### config.mk
export PLATFORM = sky130hd
export DESIGN_NAME = flash_word_reader_flat
export DESIGN_NICKNAME = d
export VERILOG_FILES = /design/src/rtl/flash_word_reader_if.sv /design/src/rtl/flash_word_reader.sv /design/src/flat_wrapper.sv
export SDC_FILE = /design/constraint.sdc
export NUM_CORES = 1
export LEC_CHECK = 0
export ABC_CLOCK_PERIOD_IN_PS = 1730
export CAP_MARGIN = 25
export CORE_ASPECT_RATIO = 2
export CORE_MARGIN = 2
export CORE_UTILIZATION = 45
export DETAILED_ROUTE_END_ITERATION = 10
export PLACE_DENSITY = 0.8
export SKIP_CTS_REPAIR_TIMING = 1
export SLEW_MARGIN = 10
export SYNTH_ARGS = -nofsm -noshare
export SYNTH_HDL_FRONTEND = slang
export SYNTH_SLANG_ARGS = --single-unit
### constraint.sdc
create_clock -name clk -period 1.73 [get_ports clk]
set_input_delay 0.519 -clock clk [delete_from_list [all_inputs] [get_ports clk]]
set_output_delay 0.519 -clock clk [all_outputs]
set_load 0.1 [all_outputs]
### src/rtl/flash_word_reader_if.sv
// flash_word_reader_if: bundles the CPU-side word-read bus and the flash-controller halfword
// handshake used by flash_word_reader.
//   req_i/addr_i        word read request and byte address from the bus/MMU stage
//   data_o/ack_o/err_o  word response, one-cycle ack, one-cycle timeout error
//   busy_o              reader not idle
//   fl_req_o/fl_addr_o  halfword read request and halfword address to the flash controller
//   fl_data_i/fl_done_i halfword data and completion from the flash controller
// The slave modport is the reader's view; the master modport is the view of whatever drives
// the requests and models the controller.
interface flash_word_reader_if;
  logic        req_i;
  logic [22:0] addr_i;
  logic [31:0] data_o;
  logic        ack_o;
  logic        err_o;
  logic        busy_o;
  logic        fl_req_o;
  logic [21:0] fl_addr_o;
  logic [15:0] fl_data_i;
  logic        fl_done_i;

  modport slave (
    input  req_i, addr_i, fl_data_i, fl_done_i,
    output data_o, ack_o, err_o, busy_o, fl_req_o, fl_addr_o
  );

  modport master (
    output req_i, addr_i, fl_data_i, fl_done_i,
    input  data_o, ack_o, err_o, busy_o, fl_req_o, fl_addr_o
  );
endinterface

### src/rtl/flash_word_reader.sv
// flash_word_reader: turns a 32-bit word read into two sequential 16-bit halfword reads on the
// flash controller req/done handshake, assembles them little-endian and returns the word with
// a one-cycle ack. Each halfword wait is bounded by TIMEOUT_CYCLES (0 disables the timeout);
// a timeout answers with err_o and 32'hFFFF_FFFF.
// Optional feature: define FLASH_WORD_CACHE_EN for a one-entry word cache (1-cycle hits).
// Ports:
//   clk  system clock, rising edge
//   rst  synchronous active-high reset
//   bus  flash_word_reader_if.slave (CPU request/response and flash halfword handshake)
module flash_word_reader #(
  parameter int unsigned TIMEOUT_CYCLES = 64
) (
  input logic                  clk,
  input logic                  rst,
  flash_word_reader_if.slave   bus
);

  // Counter only ever needs to hold TIMEOUT_CYCLES-1.
  localparam int unsigned CntW = (TIMEOUT_CYCLES > 1) ? $clog2(TIMEOUT_CYCLES) : 1;

  typedef enum logic [2:0] {StIdle, StRdLo, StGap, StRdHi, StResp} state_e;

  state_e            r_state;
  state_e            w_state_next;
  logic [20:0]       r_addr;
  logic [15:0]       r_lo;
  logic [31:0]       r_data;
  logic              r_err;
  logic [CntW-1:0]   r_cnt;
  logic              w_rd_state;
  logic              w_tmo;
  logic              w_hit;
  logic [31:0]       w_hit_word;
  logic              w_unused_addr;

  assign w_unused_addr = ^bus.addr_i[1:0];

  assign w_rd_state = (r_state == StRdLo) || (r_state == StRdHi);

  // Fires on the cycle the wait would reach TIMEOUT_CYCLES; a coincident done wins.
  assign w_tmo = (TIMEOUT_CYCLES != 0) && w_rd_state && !bus.fl_done_i &&
                 (r_cnt == CntW'(TIMEOUT_CYCLES - 1));

`ifdef FLASH_WORD_CACHE_EN
  logic        r_c_valid;
  logic [20:0] r_c_tag;
  logic [31:0] r_c_word;

  // Filled only by a successful high-halfword completion; errors never reach this path.
  always_ff @(posedge clk) begin
    if (rst) begin
      r_c_valid <= 1'b0;
      r_c_tag   <= '0;
      r_c_word  <= '0;
    end else if (r_state == StRdHi && bus.fl_done_i) begin
      r_c_valid <= 1'b1;
      r_c_tag   <= r_addr;
      r_c_word  <= {bus.fl_data_i, r_lo};
    end
  end

  assign w_hit      = r_c_valid && (r_c_tag == bus.addr_i[22:2]);
  assign w_hit_word = r_c_word;
`else
  assign w_hit      = 1'b0;
  assign w_hit_word = '0;
`endif

  // State register.
  always_ff @(posedge clk) begin
    if (rst) begin
      r_state <= StIdle;
    end else begin
      r_state <= w_state_next;
    end
  end

  // Next-state logic.
  always_comb begin
    w_state_next = r_state;
    case (r_state)
      StIdle: begin
        if (bus.req_i) begin
          w_state_next = w_hit ? StResp : StRdLo;
        end
      end
      StRdLo: begin
        if (bus.fl_done_i) begin
          w_state_next = StGap;
        end else if (w_tmo) begin
          w_state_next = StResp;
        end
      end
      StGap:  w_state_next = StRdHi;
      StRdHi: begin
        if (bus.fl_done_i || w_tmo) begin
          w_state_next = StResp;
        end
      end
      StResp:  w_state_next = StIdle;
      default: w_state_next = StIdle;
    endcase
  end

  // Outputs.
  always_comb begin
    bus.fl_req_o  = w_rd_state;
    bus.fl_addr_o = {r_addr, r_state == StRdHi};
    bus.busy_o    = (r_state != StIdle);
    bus.ack_o     = (r_state == StResp);
    bus.err_o     = (r_state == StResp) && r_err;
    bus.data_o    = r_data;
  end

  // Datapath: address latch, halfword capture, response word and wait counter.
  always_ff @(posedge clk) begin
    if (rst) begin
      r_addr <= '0;
      r_lo   <= '0;
      r_data <= '0;
      r_err  <= 1'b0;
      r_cnt  <= '0;
    end else begin
      // Held at zero outside the read states so every read state starts from zero.
      r_cnt <= w_rd_state ? r_cnt + CntW'(1) : '0;
      case (r_state)
        StIdle: begin
          if (bus.req_i) begin
            r_addr <= bus.addr_i[22:2];
            if (w_hit) begin
              r_data <= w_hit_word;
              r_err  <= 1'b0;
            end
          end
        end
        StRdLo: begin
          if (bus.fl_done_i) begin
            r_lo <= bus.fl_data_i;
          end else if (w_tmo) begin
            r_data <= '1;
            r_err  <= 1'b1;
          end
        end
        StRdHi: begin
          if (bus.fl_done_i) begin
            r_data <= {bus.fl_data_i, r_lo};
            r_err  <= 1'b0;
          end else if (w_tmo) begin
            r_data <= '1;
            r_err  <= 1'b1;
          end
        end
        default: ;
      endcase
    end
  end

endmodule
### src/flat_wrapper.sv
// flat-port wrapper written by rule: the top's interface ports become plain ports
module flash_word_reader_flat 
#(
  parameter int unsigned TIMEOUT_CYCLES = 64
)
  (clk, rst, bus_req_i, bus_addr_i, bus_fl_data_i, bus_fl_done_i, bus_data_o, bus_ack_o, bus_err_o, bus_busy_o, bus_fl_req_o, bus_fl_addr_o);
  flash_word_reader_if bus_i ();
  input logic clk;
  input logic rst;
  input wire logic [$bits(bus_i.req_i)-1:0] bus_req_i;
  input wire logic [$bits(bus_i.addr_i)-1:0] bus_addr_i;
  input wire logic [$bits(bus_i.fl_data_i)-1:0] bus_fl_data_i;
  input wire logic [$bits(bus_i.fl_done_i)-1:0] bus_fl_done_i;
  output wire logic [$bits(bus_i.data_o)-1:0] bus_data_o;
  output wire logic [$bits(bus_i.ack_o)-1:0] bus_ack_o;
  output wire logic [$bits(bus_i.err_o)-1:0] bus_err_o;
  output wire logic [$bits(bus_i.busy_o)-1:0] bus_busy_o;
  output wire logic [$bits(bus_i.fl_req_o)-1:0] bus_fl_req_o;
  output wire logic [$bits(bus_i.fl_addr_o)-1:0] bus_fl_addr_o;
  assign bus_i.req_i = bus_req_i;
  assign bus_i.addr_i = bus_addr_i;
  assign bus_i.fl_data_i = bus_fl_data_i;
  assign bus_i.fl_done_i = bus_fl_done_i;
  assign bus_data_o = bus_i.data_o;
  assign bus_ack_o = bus_i.ack_o;
  assign bus_err_o = bus_i.err_o;
  assign bus_busy_o = bus_i.busy_o;
  assign bus_fl_req_o = bus_i.fl_req_o;
  assign bus_fl_addr_o = bus_i.fl_addr_o;
  flash_word_reader #(.TIMEOUT_CYCLES(TIMEOUT_CYCLES)) u_core (.clk(clk), .rst(rst), .bus(bus_i));
endmodule
==> results.md, run 1 <==
* Outcome: complete, but fails checks
* Failing checks: setup timing
* Logic pwr share at 0.243
* Internal at 3.29 mW
* Longest Clk Path Bufs at 2
* Sw Share at 0.305
* Fmax at 538 MHz
* Critical Path RT at 1.21 ns
* Sw Pwr at 1.45 mW
* Count of flip-flops with a built-in enable after synthesis at 0
* First-pass GRT wire length at 12700 microns
* Hold path endpoint: u_core.r_lo[9]
* Least-Margin Pin Slew at between 0.2 and 0.3 ns
* CTS Root Cell: clkbuf_16
* Seq/Total Area, Yosys at 0.535
* CTS clk-pin slew, worst paths at 0.06 ns
* Final global-route overflow total at 0
* Flop2flop setup slack at 0.10 ns
* CP max stage delay at 0.38 ns
* DR WL/cell at approximately 15 microns
* RSZ-0062 raised after global routing: yes
* Launch point of the worst reg-to-reg path: u_core.r_cnt[1]
* Min-delay worst type: reg -> reg
* Post-route cell area at 5000 sq um
* Iteration-0 DRC Markers at 135
* Hold Vio Cnt, Final at 0
* Pre-antenna DRT Iters at 5
* Final worst setup slack at -0.127 ns
* Port Buf Inserts at 98
* Post-synth top area share at 0.535
* Rel. slew slack at 0.827
* Area after DPL at 4690 sq um
* Area Overhead vs Synth at 69.2%
* Initial antenna violation count at 0
* Via density at 5.22
* Arrival time at the worst endpoint at 1.34 ns
* Core footprint at 6310 sq um
* Maxcap violations at 0
* Post-synth top area cell: dfxtp_1
* Pin count of the biggest net entering global routing at 35
* Vias in the first global route at 2795
* Fillers at 400
* # clock sinks at slightly below 80
* Leak pwr at about 1.9 nW
* Die area at 7280 sq um
* Layout cells sized above 1 at 0.234
* Die W at a little over 60 microns
* Flops & latches, synth at approximately 80
* Via Count at 2884
* Reg2Reg Capture Point: u_core.bus.data_o[19]
* Critical path class: reg -> out
* Num rows at slightly above 40
* Detail Placement HPWL at 5890 microns
* Clk Latency, worst-skew pair at 0.33 ns
* Critical Path Slowest Stage Cell: dfxtp_4
* Routed Antenna Nets at 0
* Crit path launch type: flop
* Clk pwr share at 0.337
* Register share of total power at 0.419
* # IOs at 101
* Storage element area at 1590 sq um
* Diodes inserted at 0
* CP endpoint kind: output pin
* PD cells at roughly 950 nW/um^2
* DR DRC count at 0
* Total track usage at 0.235
* FF-to-FF path depth at 5
* Final max-slew violation count at 0
* Syn_nets at ~410
* Post-synthesis area per instance at 8.17 sq um
* Async S/R FF share, synth at 0
* CTS H-tree depth at 3
* Final setup violating endpoints at 4
* Worst hold start: u_core.r_lo[9]
* GP Congestion at 0.771
* Drt total wl at between 8000 and 9000 microns
* Syn Inst Count at 362
* Area of the multi-input gates at 1260 sq um
* Worst Skew at 0.00468 ns
* Initial Util at 0.469
* Most area-consuming cells after synthesis: dfxtp_1, a21oi_1, nand2_1
* Mapped Area at 2960 sq um
* Main synth FF type: dfxtp_1
* Crit Path Max Fanout at 6
* Num CTS Buffers at 9
* TritonCTS clock tree: done
* Hold Path Depth at 2
* Crit-path cells: nor3b_4 -> and2_4 -> buf_12
* Die span in y at 119 microns
* Min Tclk post-route at 1.86 ns
* Netlist cell types at 30
* VDD IR max at 0.000721 V
* Fin crit share at 1.07
* Final nets at between 500 and 600
* Syn. warnings at 0
* Power Total at 4.74 mW
synthesized netlist by cell type (all sizes together), types with 2 or more instances:
master	count
clkbuf	19
o21ai	34
dfxtp	79
or3	3
xor2	2
a21oi	72
nand2	79
buf	11
nand3	3
inv	3
and2	2
a211oi	3
nor2	37
layer usage:
layer,track usage,share of wire,up-vias,wire length (microns)
li1,-,-,1408,-
met1,0.233,0.33,1333,2730
met2,0.419,0.59,120,4810
met3,0.0613,0.052,23,424
met4,0.115,0.031,0,252
met5,0,0,-,0
stage by stage:
| stage | hold slack (ns) | setup TNS, ns | util | instances | setup slack, ns |
|---|---|---|---|---|---|
| after floorplan | 0.430 | -1.10 | - | 362 | -0.624 |
| after global placement | 0.439 | -13.74 | 0.743 | 534 | -0.239 |
| after detailed placement | 0.444 | -17.72 | 0.743 | 534 | -0.342 |
| after CTS | 0.452 | -0.795 | 0.782 | 546 | -0.246 |
| after global routing | 0.479 | -0.433 | 0.793 | 552 | -0.165 |
| final | 0.451 | -0.300 | 0.793 | 552 | -0.127 |
state kept, by name (all words and copies together), names as in the netlist:
signal	flops
u_core.bus.data_o	32
u_core.r_addr	21
u_core.r_lo	16
u_core.r_cnt	6
u_core.r_state	3
u_core.r_err	1
worst max-delay path: cells and delay by family (launching register included):
kind | cells | cell delay, ns
simple gates | 2 | 0.46
flops | 1 | 0.38
buf+inv | 1 | 0.16
cells in the final DEF, fill, tap and decap left out, types with 2 or more instances in the layout:
cell	instances
dfxtp_2	3
xor2_1	2
and2_4	2
o21ai_0	34
clkdlybuf4s50_1	39
or3_1	2
nor2_1	37
dfxtp_1	75
buf_12	62
buf_4	18
nand2_1	79
clkinvlp_4	2
a21oi_1	72
a211oi_1	2
nand3_1	3
inv_1	2
clkbuf_16	9
kinds of logic after synthesis:
kind of cell / share of synthesized area
simple gates: 0.200
fa+ha+maj: 0.00423
xor+xnor: 0.00888
buf+inv: 0.0571
flops: 0.535
compound gates: 0.191
mux: 0.00381
power groups by stage:
stage | Sequential (mW) | Combinational, mW | Clock (mW)
detailed placement | 2.03 | 1.12 | 0
floorplan | 2.38 | 0.288 | 0
finish | 1.99 | 1.15 | 1.60
CTS | 1.99 | 1.12 | 1.62
global placement | 2.02 | 1.10 | 0
global route | 2.00 | 1.20 | 1.69
how the worst max path moves through the flow:
| stage | from | endpoint |
|---|---|---|
| 3_3_place_gp | bus_fl_done_i | u_core.bus.data_o[23] |
| 3_5_place_dp | bus_fl_done_i | u_core.bus.data_o[25] |
| 6_report | u_core.r_state[0] | bus_err_o |
| 4_1_cts | u_core.r_state[0] | bus_busy_o |
| 5_1_grt | u_core.r_state[0] | bus_err_o |
| 2_1_floorplan | u_core.r_state[0] | bus_err_o |
final cells by class:
cell class / count / share of cell area
repair buffers: 122 / 0.359
flip-flops and latches: 79 / 0.317
multi-input cells: 250 / 0.251
clock buffers: 10 / 0.0458
well taps: 86 / 0.0215
inverters: 3 / 0.00300
clock inverters: 2 / 0.00250
No activity file was read; power rests on OpenSTA's default activity.
==> run 2, diff against run 1 <==
--- a/config.mk
+++ b/config.mk
@@ -5,10 +5,9 @@
 export SDC_FILE = /design/constraint.sdc
 export NUM_CORES = 1
 export LEC_CHECK = 0
-export ABC_CLOCK_PERIOD_IN_PS = 1730
+export ABC_CLOCK_PERIOD_IN_PS = 2000
 export CAP_MARGIN = 25
 export CORE_ASPECT_RATIO = 2
-export CORE_MARGIN = 2
 export CORE_UTILIZATION = 45
 export DETAILED_ROUTE_END_ITERATION = 10
 export PLACE_DENSITY = 0.8
==> constraint.sdc (replaced) <==
create_clock -name clk -period 2 [get_ports clk]
set_input_delay 0.6 -clock clk [delete_from_list [all_inputs] [get_ports clk]]
set_output_delay 0.6 -clock clk [all_outputs]
set_load 0.1 [all_outputs]
==> run 2 against run 1 <==
Net effect:
- the run now ends clean
- sequential share of layout area down 0.26 points
- count of clock-buffer cells in the layout is the same
- hold slack improved by 0.0045 ns
- critical path type unchanged
- core utilization grew 0.59 points
==> results.md, run 2 (same netlist as run 1, synthesis figures left out) <==
* Outcome: complete, no violations
* Iteration-0 DRC Markers at 186
* CTS clk-pin slew, worst paths at 0.06 ns
* Final global-route overflow total at 0
* Worst Skew at 0.00572 ns
* First-pass GRT wire length at around 12000 microns
* Final nets at 502
* Min Tclk post-route at roughly 2 ns
* RSZ-0062 raised after global routing: yes
* Sum of buffers and inverters on the critical path at 2
* Die area at 6920 sq um
* Crit path launch type: flop
* Drt total wl at 8190 microns
* Num rows at 41
* Leak pwr at between 1.5 and 2 nW
* Detail Placement HPWL at 5750 microns
* Vias in the first global route at 2794
* Longest Clk Path Bufs at 2
* # clock sinks at 79
* Least-Margin Pin Slew at 0.265 ns
* Maxcap violations at 0
* Register share of total power at 0.378
* Fillers at approximately 370
* Rel. slew slack at 0.823
* PD cells at 906 nW/um^2
* Commonest non-fill, non-tap cell in the layout: nand2_1
* Final max-slew violation count at 0
* CTS H-tree depth at 3
* Crit Path Max Fanout at 9
* Core footprint at 6310 sq um
* Min-delay worst type: reg -> reg
* Largest register FFs at 32
* Met3 GRT Util at 0.0698
* Final worst setup slack at between 0.01 and 0.015 ns
* Fmax at 504 MHz
* Area Overhead vs Synth at 70.5%
* Final setup violating endpoints at 0
* # IOs at 101
* Crit-path cells: buf_6 -> or3_4 -> buf_12
* Hold Slack at 0.455 ns
* Layout cells sized above 1 at 0.227
* Die W at 59.3 microns
* Diodes inserted at 0
* Via Count at roughly 2900
* Initial antenna violation count at 0
* Internal at 3.27 mW
* GP Congestion at 0.834
* TritonCTS clock tree: done
* Clk Latency, worst-skew pair at 0.34 ns
* Most frequent cells in the layout: nand2_1, dfxtp_1, a21oi_1
* DR DRC count at 0
* Critical Path Slowest Stage Cell: or3_4
* Met1 Track Usage GR at 0.229
* Initial Util at 0.469
* Critical Path RT at 1.40 ns
* Num CTS Buffers at 9
* Pre-CTS WS at -0.102 ns
* Sw Pwr at 1.30 mW
* Sw Share at 0.285
* CP max stage delay at 0.39 ns
* Critical path class: reg -> out
* Fin crit share at 0.993
* Final core area utilization at 0.799
* CP endpoint kind: output pin
* Gr busiest metal: met2
* Clk pwr share at 0.410
* Total track usage at 0.246
* Arrival time at the worst endpoint at 1.39 ns
* Die span in y at 117 microns
* CP top delay family: simple AND/OR/NAND/NOR gates
* DR WL/cell at 14.9 microns
* Routed Antenna Nets at 0
* VDD IR max at 0.000971 V
* Hold Vio Cnt, Final at 0
* Pin count of the biggest net entering global routing at 33
* Via density at 5.23
* CTS Root Cell: clkbuf_16
* Logic pwr share at 0.212
* Pre-antenna DRT Iters at 6
* Grt met2 use at 0.459
* Power Total at 4.57 mW
* Port Buf Inserts at 98
==> run 2: worst reg2reg max path: stages, from the launching register on <==
cell and delay, ns:
dfxtp_1 0.38, ha_1 0.23, nand2_1 0.12, or4_4 0.53, buf_12 0.19, a21oi_1 0.15
==> run 2: per-stage QoR <==
step / cells / instance area (sq um) / TNS (ns)
CTS: 547 / 5010 / -0.199
floorplan: 362 / 3000 / -0.599
finish: 549 / 5040 / 0
global route: 549 / 5040 / -0.0123
detailed placement: 531 / 4670 / -3.10
global placement: 531 / 4670 / -1.53
==> run 2: path summary, 6_finish.rpt <==
path,startpoint,endpoint,slack (ns),depth (start not counted)
setup reg to reg,u_core.r_cnt[0],u_core.bus.data_o[2],0.32,5
setup / recovery,u_core.r_state[2],bus_busy_o,0.01,3
hold reg to reg,u_core.r_lo[15],u_core.r_lo[15],0.46,2
hold / removal,u_core.r_lo[15],u_core.r_lo[15],0.46,2
==> run 2: layout make-up <==
type	instances	area, sq um	share of cell area
flip-flops and latches	79	1590	0.315
inverters	3	15.0	0.00298
clock buffers	10	239	0.0474
clock inverters	6	108	0.0213
well taps	86	108	0.0213
multi-input cells	250	1240	0.246
repair buffers	115	1740	0.346
==> run 2: power by group through the flow <==
stage	sequential, mW	clock, mW	combinational (mW)
floorplan	2.06	0	0.248
CTS	1.72	1.90	0.964
finish	1.73	1.88	0.970
global placement	1.75	0	0.945
global route	1.73	1.95	1.01
detailed placement	1.76	0	0.959
==> run 2: per-layer routing <==
layer	up-vias	wire, microns
met2	111	4680
met3	20	420
met5	-	0
met4	0	290
met1	1345	2800
li1	1397	-
